File: config.mk
export PLATFORM = sky130hd
export DESIGN_NAME = seq_detector_flat
export DESIGN_NICKNAME = d
export VERILOG_FILES = /design/src/rtl/seq_detector_if.sv /design/src/rtl/seq_detector.sv /design/src/flat_wrapper.sv
export SDC_FILE = /design/constraint.sdc
export NUM_CORES = 1
export LEC_CHECK = 0
export ABC_CLOCK_PERIOD_IN_PS = 2630
export CAP_MARGIN = 25
export CORE_ASPECT_RATIO = 1.25
export CORE_MARGIN = 2
export CORE_UTILIZATION = 45
export DETAILED_ROUTE_END_ITERATION = 12
export HOLD_SLACK_MARGIN = 0.02
export PLACE_DENSITY = 0.72
export RECOVER_POWER = 100
export SKIP_CTS_REPAIR_TIMING = 1
export SLEW_MARGIN = 20
export SYNTH_ARGS = -nofsm -noshare
export SYNTH_HDL_FRONTEND = slang
export SYNTH_SLANG_ARGS = --single-unit
File: constraint.sdc
create_clock -name clock -period 2.63 [get_ports clock]
set_input_delay 0.526 -clock clock [delete_from_list [all_inputs] [get_ports clock]]
set_output_delay 0.526 -clock clock [all_outputs]
set_load 0.02 [all_outputs]
File: src/rtl/seq_detector_if.sv
// Serial detector bus: sample stream, control strobes and the detector's status.
interface seq_detector_if #(
    parameter int PATTERN_WIDTH = 4,
    parameter int COUNT_WIDTH   = 8
);
    logic                     y_in;
    logic                     valid_in;
    logic                     overlap;
    logic [PATTERN_WIDTH-1:0] pattern_in;
    logic                     pattern_load;
    logic                     clear_count;
    logic                     x_out;
    logic [COUNT_WIDTH-1:0]   match_count;
    logic                     armed;

    // Source side: drives the stream and controls, observes the results.
    modport master (
        output y_in, valid_in, overlap, pattern_in, pattern_load, clear_count,
        input  x_out, match_count, armed
    );

    // Detector side.
    modport slave (
        input  y_in, valid_in, overlap, pattern_in, pattern_load, clear_count,
        output x_out, match_count, armed
    );
endinterface

File: src/rtl/seq_detector.sv
// Loadable serial-pattern detector with overlap / non-overlap matching,
// saturating match counter and an armed flag. All outputs registered.
module seq_detector #(
    parameter int PATTERN_WIDTH = 4,
    parameter int COUNT_WIDTH   = 8,
    parameter logic [PATTERN_WIDTH-1:0] RESET_PATTERN = PATTERN_WIDTH'(4'b1011)
) (
    input logic           clock,
    input logic           reset,
    seq_detector_if.slave bus
);
    localparam int FW = $clog2(PATTERN_WIDTH + 1);
    localparam logic [FW-1:0]          FULL    = FW'(PATTERN_WIDTH);
    localparam logic [COUNT_WIDTH-1:0] CNT_MAX = '1;

    typedef enum logic {FILL, SEARCH} state_t;

    state_t                   state, state_nxt;
    logic [PATTERN_WIDTH-1:0] pat, pat_nxt;
    // Only the younger PATTERN_WIDTH-1 bits of history can reach the next
    // compare; the oldest bit falls out on every shift, so it is not kept.
    logic [PATTERN_WIDTH-2:0] shreg, shreg_nxt;
    logic [FW-1:0]            fill, fill_nxt, fill_inc;
    logic [PATTERN_WIDTH-1:0] shifted;
    logic                     accept, match;
    logic                     x_q, x_nxt;
    logic [COUNT_WIDTH-1:0]   cnt, cnt_nxt;

    // State register: reset wins over everything, including a load.
    always_ff @(posedge clock) begin
        if (reset) begin
            state <= FILL;
            pat   <= RESET_PATTERN;
            shreg <= '0;
            fill  <= '0;
            x_q   <= 1'b0;
            cnt   <= '0;
        end else begin
            state <= state_nxt;
            pat   <= pat_nxt;
            shreg <= shreg_nxt;
            fill  <= fill_nxt;
            x_q   <= x_nxt;
            cnt   <= cnt_nxt;
        end
    end

    // Next-state: accept/shift, fill tracking, match detection and counter.
    always_comb begin
        state_nxt = state;
        pat_nxt   = pat;
        shreg_nxt = shreg;
        fill_nxt  = fill;
        x_nxt     = 1'b0;
        cnt_nxt   = cnt;

        // A load steals the cycle: any sample alongside it is dropped.
        accept   = bus.valid_in && !bus.pattern_load;
        shifted  = {shreg, bus.y_in};
        fill_inc = (fill == FULL) ? fill : fill + FW'(1);
        match    = accept && (fill_inc == FULL) && (shifted == pat);

        if (bus.pattern_load) begin
            pat_nxt   = bus.pattern_in;
            fill_nxt  = '0;
            state_nxt = FILL;
        end else if (accept) begin
            shreg_nxt = shifted[PATTERN_WIDTH-2:0];
            fill_nxt  = fill_inc;
            state_nxt = (fill_inc == FULL) ? SEARCH : FILL;
            if (match) begin
                x_nxt = 1'b1;
                // Non-overlap: the matched bits may not be reused.
                if (!bus.overlap) begin
                    fill_nxt  = '0;
                    state_nxt = FILL;
                end
            end
        end

        // A clear coinciding with a match leaves that match counted.
        if (bus.clear_count) begin
            cnt_nxt = match ? COUNT_WIDTH'(1) : '0;
        end else if (match && cnt != CNT_MAX) begin
            cnt_nxt = cnt + COUNT_WIDTH'(1);
        end
    end

    assign bus.x_out       = x_q;
    assign bus.match_count = cnt;
    assign bus.armed       = (state == SEARCH);
endmodule

File: src/flat_wrapper.sv
// flat-port wrapper written by rule: the top's interface ports become plain ports
module seq_detector_flat 
#(
    parameter int PATTERN_WIDTH = 4,
    parameter int COUNT_WIDTH   = 8,
    parameter logic [PATTERN_WIDTH-1:0] RESET_PATTERN = PATTERN_WIDTH'(4'b1011)
)
  (clock, reset, bus_y_in, bus_valid_in, bus_overlap, bus_pattern_in, bus_pattern_load, bus_clear_count, bus_x_out, bus_match_count, bus_armed);
  seq_detector_if #(.PATTERN_WIDTH(PATTERN_WIDTH), .COUNT_WIDTH(COUNT_WIDTH)) bus_i ();
  input logic clock;
  input logic reset;
  input wire logic [$bits(bus_i.y_in)-1:0] bus_y_in;
  input wire logic [$bits(bus_i.valid_in)-1:0] bus_valid_in;
  input wire logic [$bits(bus_i.overlap)-1:0] bus_overlap;
  input wire logic [$bits(bus_i.pattern_in)-1:0] bus_pattern_in;
  input wire logic [$bits(bus_i.pattern_load)-1:0] bus_pattern_load;
  input wire logic [$bits(bus_i.clear_count)-1:0] bus_clear_count;
  output wire logic [$bits(bus_i.x_out)-1:0] bus_x_out;
  output wire logic [$bits(bus_i.match_count)-1:0] bus_match_count;
  output wire logic [$bits(bus_i.armed)-1:0] bus_armed;
  assign bus_i.y_in = bus_y_in;
  assign bus_i.valid_in = bus_valid_in;
  assign bus_i.overlap = bus_overlap;
  assign bus_i.pattern_in = bus_pattern_in;
  assign bus_i.pattern_load = bus_pattern_load;
  assign bus_i.clear_count = bus_clear_count;
  assign bus_x_out = bus_i.x_out;
  assign bus_match_count = bus_i.match_count;
  assign bus_armed = bus_i.armed;
  seq_detector #(.PATTERN_WIDTH(PATTERN_WIDTH), .COUNT_WIDTH(COUNT_WIDTH), .RESET_PATTERN(RESET_PATTERN)) u_core (.clock(clock), .reset(reset), .bus(bus_i));
endmodule
After elaboration in Yosys (flattened, before gate mapping):

Index checks and enable logic that the tools add are counted.

* add/sub/neg operators: 2
* equal/unequal tests: 4
* multiplexer cells: 10
* bitwise gates (word level): 2
* reduce and logical (&&, ||, !) cells: 9

Operators by type and width (number)
* 8-bit two-way mux: 2
* 3-bit two-way mux: 3
* 8-bit by 1-bit adder with 8-bit output, second input constant: 1
* 8-bit inequality test, second input constant: 1
* 3-bit == test, second input constant: 2
* 1-bit two-way mux: 5
* 4-bit == test: 1
* 1-bit logical AND: 4
* 3-bit by 1-bit adder with 3-bit output, second input constant: 1
* 3-bit OR reduction: 1
* 1-bit NOT: 2
* 2-bit AND reduction: 1
* 2-bit nonzero test: 1
* 2-bit OR reduction: 1
* 1-bit logical NOT: 1

* flip-flop bits (word level): 20
* input bits: 11
* output and inout bits: 10
* word-level logic and storage cells: 33

Depth between registers and ports, before layout:

Gate-level depths: netlist of run 1.

* depth in word-level cells: 8
* gate-level depth with buffers: 7
* gate-level depth less buffers: 7

Worst setup path after synthesis of run 1:

No wires, ideal clock.

* path kind: flip-flop to flip-flop
* from: register u_core.fill[0]
* to: register u_core.cnt[5] (netlist: u_core.bus.match_count[5])
* arrival: 2197 ps
* setup slack: 363 ps
* cell stages (with the launch flop): 8
* buffers on the path: 0
* clock period less this slack: 2267 ps
* cell sequence: dfxtp_1 -> inv_1 -> ha_1 -> or3b_1 -> a311oi_4 -> nand3_4 -> or4_1 -> a21oi_1

* cells in the longest elaborated chain, start to end: 7

RTL lines
* from (decl): RTL line seq_detector.sv:23 `logic [FW-1:0] fill, fill_nxt, fill_inc;`
* from (signal assigned): RTL line seq_detector.sv:42 `fill <= fill_nxt;`
* 3-bit by 1-bit adder with 3-bit output / 3-bit == test (equally long branches): RTL line seq_detector.sv:60 `fill_inc = (fill == FULL) ? fill : fill + FW'(1);`
* 3-bit two-way mux *: RTL line seq_detector.sv:60
* 3-bit == test *: RTL line seq_detector.sv:61 `match = accept && (fill_inc == FULL) && (shifted == pat);`
* 1-bit logical AND * (2 in a row): RTL line seq_detector.sv:61
* 1-bit logical AND *: RTL line seq_detector.sv:84 `end else if (match && cnt != CNT_MAX) begin`
* 2-bit nonzero test (no line) *
* to (signal assigned): RTL line seq_detector.sv:44 `cnt <= cnt_nxt;`
* to (decl): RTL line seq_detector.sv:27 `logic [COUNT_WIDTH-1:0] cnt, cnt_nxt;`

Mark *: on every way between the ends. The rest lies on a longest branch, timed or not.
A chain may end at the register's enable or synchronous reset.

Worst setup path after layout of run 1:

Ends and elaborated chain as after synthesis.

==> results of run 1 <==
layout make-up:
class                      instances  share of cell area (%)
multi-input combinational         84                    44.6
sequential                        20                    30.2
clock inverter                     1                    2.27
timing repair buffer              25                    17.1
clock buffer                       3                    1.70
inverter                           4                    1.13
tap                               31                    2.93
layout by cell type, fill, tap and decap left out, types with 3 or more instances in the layout:
master / count
sky130_fd_sc_hd__dfxtp_1: 20
sky130_fd_sc_hd__dlygate4sd3_1: 11
sky130_fd_sc_hd__clkdlybuf4s50_1: 9
sky130_fd_sc_hd__a21oi_1: 8
sky130_fd_sc_hd__nor2_1: 7
sky130_fd_sc_hd__nand2_1: 6
sky130_fd_sc_hd__nor2b_1: 6
sky130_fd_sc_hd__o21ai_0: 5
sky130_fd_sc_hd__nand3_1: 5
sky130_fd_sc_hd__nor3_1: 5
sky130_fd_sc_hd__mux2i_1: 5
sky130_fd_sc_hd__inv_1: 4
sky130_fd_sc_hd__xor2_1: 4
sky130_fd_sc_hd__a211o_1: 3
sky130_fd_sc_hd__ha_1: 3
sky130_fd_sc_hd__clkbuf_4: 3
sky130_fd_sc_hd__clkbuf_1: 3
worst max-delay path: stages, from the launching register on:
cell and delay, ns:
sky130_fd_sc_hd__dfxtp_1 0.43, sky130_fd_sc_hd__inv_1 0.07, sky130_fd_sc_hd__ha_1 0.23, sky130_fd_sc_hd__or3b_1 0.42, sky130_fd_sc_hd__a311oi_4 0.36, sky130_fd_sc_hd__nand3_4 0.14, sky130_fd_sc_hd__or4_1 0.48, sky130_fd_sc_hd__a21oi_1 0.16
power groups by stage:
| stage | clock network (mW) | registers [mW] | logic [mW] |
|---|---|---|---|
| floorplan | 0 | 0.320 | 0.0337 |
| global placement | 0 | 0.321 | 0.0587 |
| detailed placement | 0 | 0.321 | 0.0598 |
| CTS | 0.259 | 0.314 | 0.0599 |
| global route | 0.268 | 0.315 | 0.0649 |
| finish | 0.251 | 0.314 | 0.0584 |
logic make-up after synthesis:
logic type      synth area share (%)
buf+inv                         2.58
mux                             4.92
xor+xnor                        4.30
flops                           39.4
simple gates                    29.2
fa+ha+maj                       3.69
compound gates                  16.0
registers in the layout, summed over array words and instances (netlist names):
name                    cells
u_core.bus.armed            1
u_core.bus.match_count      8
u_core.bus.x_out            1
u_core.fill                 3
u_core.pat                  4
u_core.shreg                3
metrics by stage:
step / util (%) / hold WS (ns) / total power [mW] / cells / instance area, um^2
final: 61.2 / 0.526 / 0.623 / 168 / 1320
after global placement: 59.3 / 0.497 / 0.379 / 164 / 1280
after detailed placement: 59.3 / 0.510 / 0.381 / 164 / 1280
after CTS: 61.7 / 0.527 / 0.633 / 168 / 1340
after global routing: 61.2 / 0.560 / 0.648 / 168 / 1320
after floorplan: - / 0.480 / 0.354 / 111 / 1020
worst max-delay path by stage:
stage	end	slack [ns]	cells past startpoint
floorplan	u_core.bus.match_count[5]	0.36	7
global route	u_core.bus.match_count[5]	0.14	7
CTS	u_core.bus.match_count[5]	0.28	7
global placement	u_core.bus.match_count[5]	0.15	6
detailed placement	u_core.bus.match_count[5]	0.11	6
finish	u_core.bus.match_count[5]	0.29	7
per-layer routing:
metal / share of wire [%] / vias to the layer above
met2: 53 / 22
met5: 0 / -
li1: - / 454
met3: 4.1 / 5
met4: 2.2 / 0
met1: 41 / 409
==> results.rst, run 1 <==
.. list-table::
   :header-rows: 1

   * - Metric
     - Value
   * - Die Area
     - 2660 um^2
   * - Switching fraction of total power
     - 20.6%
   * - Placer's final routability congestion estimate
     - 0.836
   * - Nets in the synthesized netlist
     - between 100 and 150
   * - Synth-to-layout area growth
     - 30.1%
   * - Latest clock arrival within the worst-skew pair
     - 0.30 ns
   * - Final min period
     - roughly 2.3 ns
   * - Combinational group share of total power
     - about a tenth
   * - DRC violations left
     - 0
   * - Origin of the worst min-delay path
     - u_core.bus.match_count[5]
   * - Worst-path clk slew
     - 0.11 ns
   * - Number of input and output port buffers inserted
     - 20
   * - Via count of the first global-routing pass
     - 889
   * - Largest area contributor in the netlist
     - sky130_fd_sc_hd__dfxtp_1
   * - Area taken by flip-flops and latches
     - 400 um^2
   * - Detailed placer's ending HPWL
     - 1.60 mm
   * - Hold Crit Depth
     - 2
   * - Antenna violations before repair
     - 0
   * - Layout fillers
     - 190
   * - Crit-path max FO
     - 6
   * - Post-route fraction of the period consumed by the critical path
     - 89.1%
   * - Leading post-synthesis cells by cell area
     - sky130_fd_sc_hd__dfxtp_1 39%, sky130_fd_sc_hd__mux2i_1 4.9%, sky130_fd_sc_hd__a21oi_1 3.9%
   * - Internal power of the cells
     - 0.494 mW
   * - DRC violation total after the first TritonRoute iteration
     - 20
   * - Number of flip-flops and latches in the synthesized netlist
     - 20
   * - CTS sink count
     - 20
   * - Longest Clk Path Bufs
     - 2
   * - Worst hold-check path type
     - flip-flop to flip-flop
   * - Worst Max-Slew Pin Slew
     - about 0.58 ns
   * - Max_cap viols
     - 0
   * - Critical path origin
     - u_core.fill[0]
   * - Total count of max-transition violations in the final report
     - 0
   * - Proportion of synthesized flip-flops having asynchronous set or reset
     - 0%
   * - Type of the worst setup path
     - flip-flop to flip-flop
   * - Run status
     - finished, final reports clean
   * - TritonCTS clock tree
     - built
   * - Leakage dissipation
     - 0.485 nW
   * - Antenna cells
     - 0
   * - R2R Path Start
     - u_core.fill[0]
   * - Net switching power
     - approximately 0.13 mW
   * - Area of the mapped netlist
     - 1020 um^2
   * - Most common flop cell mapped by yosys
     - sky130_fd_sc_hd__dfxtp_1
   * - Starting density of the core
     - a little under half
   * - Crit path setup slack, layout
     - 0.287 ns
   * - Worst Setup Start Kind
     - flip-flop
   * - Hold Violations, Final
     - 0
   * - Largest net degree at the start of global routing
     - 14
   * - Yosys top cell area share
     - 39.4%
   * - Grt met1 use
     - 22.9%
   * - Number of nets with antenna violations after routing
     - 0
   * - Gr usage total
     - about a fifth
   * - Clk root buf
     - sky130_fd_sc_hd__clkbuf_4
   * - Peak supply drop
     - 0.000427 V
   * - Register-to-register setup slack
     - 0.29 ns
   * - Part of the power in the clock network
     - 40.2%
   * - Rel. slew slack
     - 61.1%
   * - CP arrival
     - 2.59 ns
   * - Crit path required time
     - 2.87 ns
   * - EDFF count, synth
     - 0
   * - Maximum operating frequency
     - 0.427 GHz
   * - GRT overflow
     - 0
   * - Final routed wirelength across all metal layers
     - 2.04 mm
   * - Setup Total Neg Slack
     - 0 ns
   * - Unique cell type count in the Yosys netlist
     - 36
   * - Met3 Usage GRT
     - 2.22%
   * - Number of iterations in the first detailed-routing pass
     - 4
   * - Layout cells sized above 1
     - around 7.3%
   * - Most used standard cells in the synthesized netlist
     - 20 x sky130_fd_sc_hd__dfxtp_1, 8 x sky130_fd_sc_hd__a21oi_1, 7 x sky130_fd_sc_hd__nor2_1
   * - Ports
     - 21
   * - Most instantiated library cell after synthesis
     - sky130_fd_sc_hd__dfxtp_1
   * - Y dimension of the die
     - around 57 um
   * - Share of synthesized area occupied by flip-flops and latches
     - 39.4%
   * - Maximum level of the CTS H-tree
     - 1
   * - Die Wd
     - 46.5 um
   * - First-pass GRT wire length
     - 3.71 mm
   * - TritonCTS buffer count
     - 3
   * - Depth of the most critical reg-to-reg path
     - 7
   * - Multi-input logic area
     - roughly 600 um^2
   * - Routed vias/inst
     - ~5.3
   * - Instance count of the mapped netlist
     - 111
   * - Average size of a mapped cell
     - 9.16 um^2
   * - Final setup viols
     - 0
   * - Fraction of power consumed by sequential logic
     - roughly half
   * - Worst R2R End
     - u_core.bus.match_count[5]
   * - Standard cell core area
     - 2160 um^2
   * - Type of destination of the critical path
     - flip-flop
   * - Post-Place Setup Slack
     - between 0.1 and 0.15 ns
   * - Most heavily used metal layer in global routing
     - met2
   * - Routed length per placed instance
     - 12.2 um
   * - Met2 track utilization from global routing
     - 30.2%
   * - Setup Skew
     - 0.00324 ns
   * - Hold Path End
     - u_core.bus.match_count[5]
   * - Power density of the placed cells
     - ~470 nW/um^2
   * - Yosys warning total
     - 0
   * - RSZ-0062 raised after global routing
     - false
   * - Number of rows created at floorplan
     - 19
   * - Vias
     - slightly below 900
   * - Total number of nets in the final design
     - between 150 and 200
(Power assumes the default switching activity.)
==> run 2: changes to the inputs <==
CORE_UTILIZATION = 35   (was 45)
CTS_CLUSTER_SIZE = 16   (was default)
PLACE_DENSITY = default   (was 0.72)
SLEW_MARGIN = 15   (was 20)
==> run 2 against run 1 <==
Net effect: die area rose by 26%; non-clock buffer count did not move; sequential share of layout area did not move; combinational power fell by 2%; wire length rose by 0.88%; core utilization fell by 13 points; hold slack got worse by 0.0031 ns; sequential power barely moved; critical path type unchanged; largest power group unchanged.
==> results.rst, run 2 (synthesis results as in run 1) <==
.. list-table::
   :header-rows: 1

   * - Metric
     - Value
   * - Sum of internal, switching and leakage power
     - 0.623 mW (about the same)
   * - Number of flip-flops in the largest register
     - 8 (unchanged)
   * - Number of input and output port buffers inserted
     - 20 (unchanged)
   * - Power density of the placed cells
     - 470 nW/um^2 (about the same)
   * - Run status
     - finished, final reports clean
   * - Fraction of power consumed by sequential logic
     - 50.5% (about the same)
   * - Number of rows created at floorplan
     - 21 (+2)
   * - Clk root buf
     - sky130_fd_sc_hd__clkbuf_4
   * - Worst Max-Slew Pin Slew
     - 0.558 ns (-0.0245 ns)
   * - Detailed placer's ending HPWL
     - 1.64 mm (+2.3%)
   * - Layout cells sized above 1
     - 6.57% (-0.73 points)
   * - DRC violation total after the first TritonRoute iteration
     - 15 (-25%)
   * - Die Wd
     - 52.2 um (+12%)
   * - Routed vias/inst
     - 5.14 (-3.0%)
   * - Number of iterations in the first detailed-routing pass
     - 4 (unchanged)
   * - Leakage dissipation
     - 0.482 nW (-0.69%)
   * - Net switching power
     - 0.129 mW (+0.52%)
   * - Antenna violations before repair
     - 0 (unchanged)
   * - Largest net degree at the start of global routing
     - 14 (unchanged)
   * - CTS sink count
     - 20 (unchanged)
   * - GRT overflow
     - 0 (unchanged)
   * - Worst-path clk slew
     - 0.11 ns (about the same)
   * - Worst Setup Start Kind
     - flip-flop
   * - Post-route fraction of the period consumed by the critical path
     - 88.9% (-0.21 points)
   * - Sum of buffers and inverters on the critical path
     - 1 (unchanged)
   * - Ports
     - 21 (unchanged)
   * - CP arrival
     - 2.57 ns (-0.02 ns)
   * - Crit path setup slack, layout
     - 0.293 ns (+0.00556 ns)
   * - Standard cell core area
     - 2730 um^2 (+26%)
   * - Internal power of the cells
     - 0.493 mW (-0.23%)
   * - Final min period
     - 2.34 ns (-0.00556 ns)
   * - Max_cap viols
     - 0 (unchanged)
   * - Gr usage total
     - 14.0% (-4.7 points)
   * - Number of placed instances with taps included
     - 167 (+1.8%)
   * - Slowest Stage Delay on Critical Path
     - 0.48 ns (about the same)
   * - TritonCTS clock tree
     - built
   * - Switching fraction of total power
     - 20.8% (+0.12 points)
   * - Longest Clk Path Bufs
     - 2 (unchanged)
   * - Starting density of the core
     - 37.2% (-9.8 points)
   * - Number of nets with antenna violations after routing
     - 0 (unchanged)
   * - Final routed wirelength across all metal layers
     - 2.06 mm (+0.88%)
   * - Total count of max-transition violations in the final report
     - 0 (unchanged)
   * - Worst hold-check path type
     - flip-flop to flip-flop
   * - Most common cell after layout, fill and taps aside
     - sky130_fd_sc_hd__dfxtp_1
   * - Type of the worst setup path
     - flip-flop to flip-flop
   * - Combinational group share of total power
     - 9.2% (-0.2 points)
   * - Setup Skew
     - 0.00951 ns (+0.00627 ns)
   * - Smallest hold slack
     - 0.523 ns (-0.00315 ns)
   * - DRC violations left
     - 0 (unchanged)
   * - Post-route non-filler standard cell count
     - 171 (+1.8%)
   * - Setup Total Neg Slack
     - 0 ns (unchanged)
   * - Part of the power in the clock network
     - 40.3% (about the same)
   * - Dominant delay contributor by cell family on the critical path
     - simple AND/OR/NAND/NOR gates
   * - Peak supply drop
     - 0.000252 V (-41%)
   * - Critical Path Slowest Stage Cell
     - sky130_fd_sc_hd__or4_1
   * - RSZ-0062 raised after global routing
     - false
   * - Rel. slew slack
     - 62.8% (+1.6 points)
   * - Crit path required time
     - 2.86 ns (about the same)
   * - Cells along the critical path
     - inv_1 > ha_1 > or3b_1 > a311oi_4 > nand3_4 > or4_1 > a21oi_1
   * - Via count of the first global-routing pass
     - 853 (-4.0%)
   * - Y dimension of the die
     - 64.3 um (+12%)
   * - Total number of nets in the final design
     - 152 (unchanged)
   * - Synth-to-layout area growth
     - 30.1% (unchanged)
   * - Vias
     - 879 (-1.2%)
   * - Hold Violations, Final
     - 0 (unchanged)
   * - Maximum operating frequency
     - 0.428 GHz (+0.24%)
   * - Crit-path max FO
     - 6 (unchanged)
   * - Routed length per placed instance
     - 12.1 um (-0.89%)
   * - Maximum level of the CTS H-tree
     - 1 (unchanged)
   * - Placer's final routability congestion estimate
     - 0.743 (-11%)
   * - Antenna cells
     - 0 (unchanged)
   * - Leading cell types in the layout, fill and taps excluded
     - 20 x sky130_fd_sc_hd__dfxtp_1, 12 x sky130_fd_sc_hd__dlygate4sd3_1, 8 x sky130_fd_sc_hd__a21oi_1, 8 x sky130_fd_sc_hd__clkdlybuf4s50_1, 7 x sky130_fd_sc_hd__nor2_1
   * - Type of destination of the critical path
     - flip-flop
   * - First-pass GRT wire length
     - 3.63 mm (-2.1%)
   * - Post-Place Setup Slack
     - 0.110 ns (+0.00106 ns)
   * - TritonCTS buffer count
     - 3 (unchanged)
   * - Final setup viols
     - 0 (unchanged)
   * - Latest clock arrival within the worst-skew pair
     - 0.30 ns (about the same)
   * - Die Area
     - 3360 um^2 (+26%)
-- run 2: power by group through the flow --
| stage | clock network [mW] | registers (mW) | logic [mW] |
|---|---|---|---|
| 2_1_floorplan | 0 | 0.320 | 0.0337 |
| 3_3_place_gp | 0 | 0.321 | 0.0594 |
| 3_5_place_dp | 0 | 0.321 | 0.0602 |
| 4_1_cts | 0.260 | 0.314 | 0.0604 |
| 5_1_grt | 0.276 | 0.315 | 0.0636 |
| 6_report | 0.251 | 0.314 | 0.0574 |
-- run 2: final timing paths --
check / cells after the start / slack [ns] / endpoint / startpoint
max: 7 / 0.29 / u_core.bus.match_count[5] / u_core.fill[0]
min: 2 / 0.52 / u_core.bus.match_count[5] / u_core.bus.match_count[5]
max reg2reg: 7 / 0.29 / u_core.bus.match_count[5] / u_core.fill[0]
min reg2reg: 2 / 0.52 / u_core.bus.match_count[5] / u_core.bus.match_count[5]
-- run 2: metal layers --
layer	track usage (%)	vias to the layer above	wire, um
met5	0	-	0
met4	3.85	0	15
met3	2.57	2	78
met2	25.9	14	1090
met1	15.8	411	875
li1	-	452	-
-- run 2: per-stage QoR --
step | instance area, um^2 | util, %
global route | 1320 | 48.4
CTS | 1340 | 49.0
finish | 1320 | 48.4
floorplan | 1020 | -
global placement | 1290 | 47.1
detailed placement | 1290 | 47.1
-- run 2: final cells by class --
cell class	instances	area, um^2
fillers	285	1410
multi-input cells	84	591
flip-flops and latches	20	400
repair buffers	25	223
well taps	34	42.5
clock inverters	1	30.0
clock buffers	3	22.5
inverters	4	15.0
-- run 2: worst min-delay path, stage by stage, from the launching register on --
cell and delay, ns:
sky130_fd_sc_hd__dfxtp_1 0.36, sky130_fd_sc_hd__o31ai_1 0.08, sky130_fd_sc_hd__a21oi_1 0.06
==> run 3: changes to the inputs <==
ABC_AREA = 0   (was default)
==> results of run 3 <==
Same layout as run 2: the final DEF is identical, and so are final timing and power.
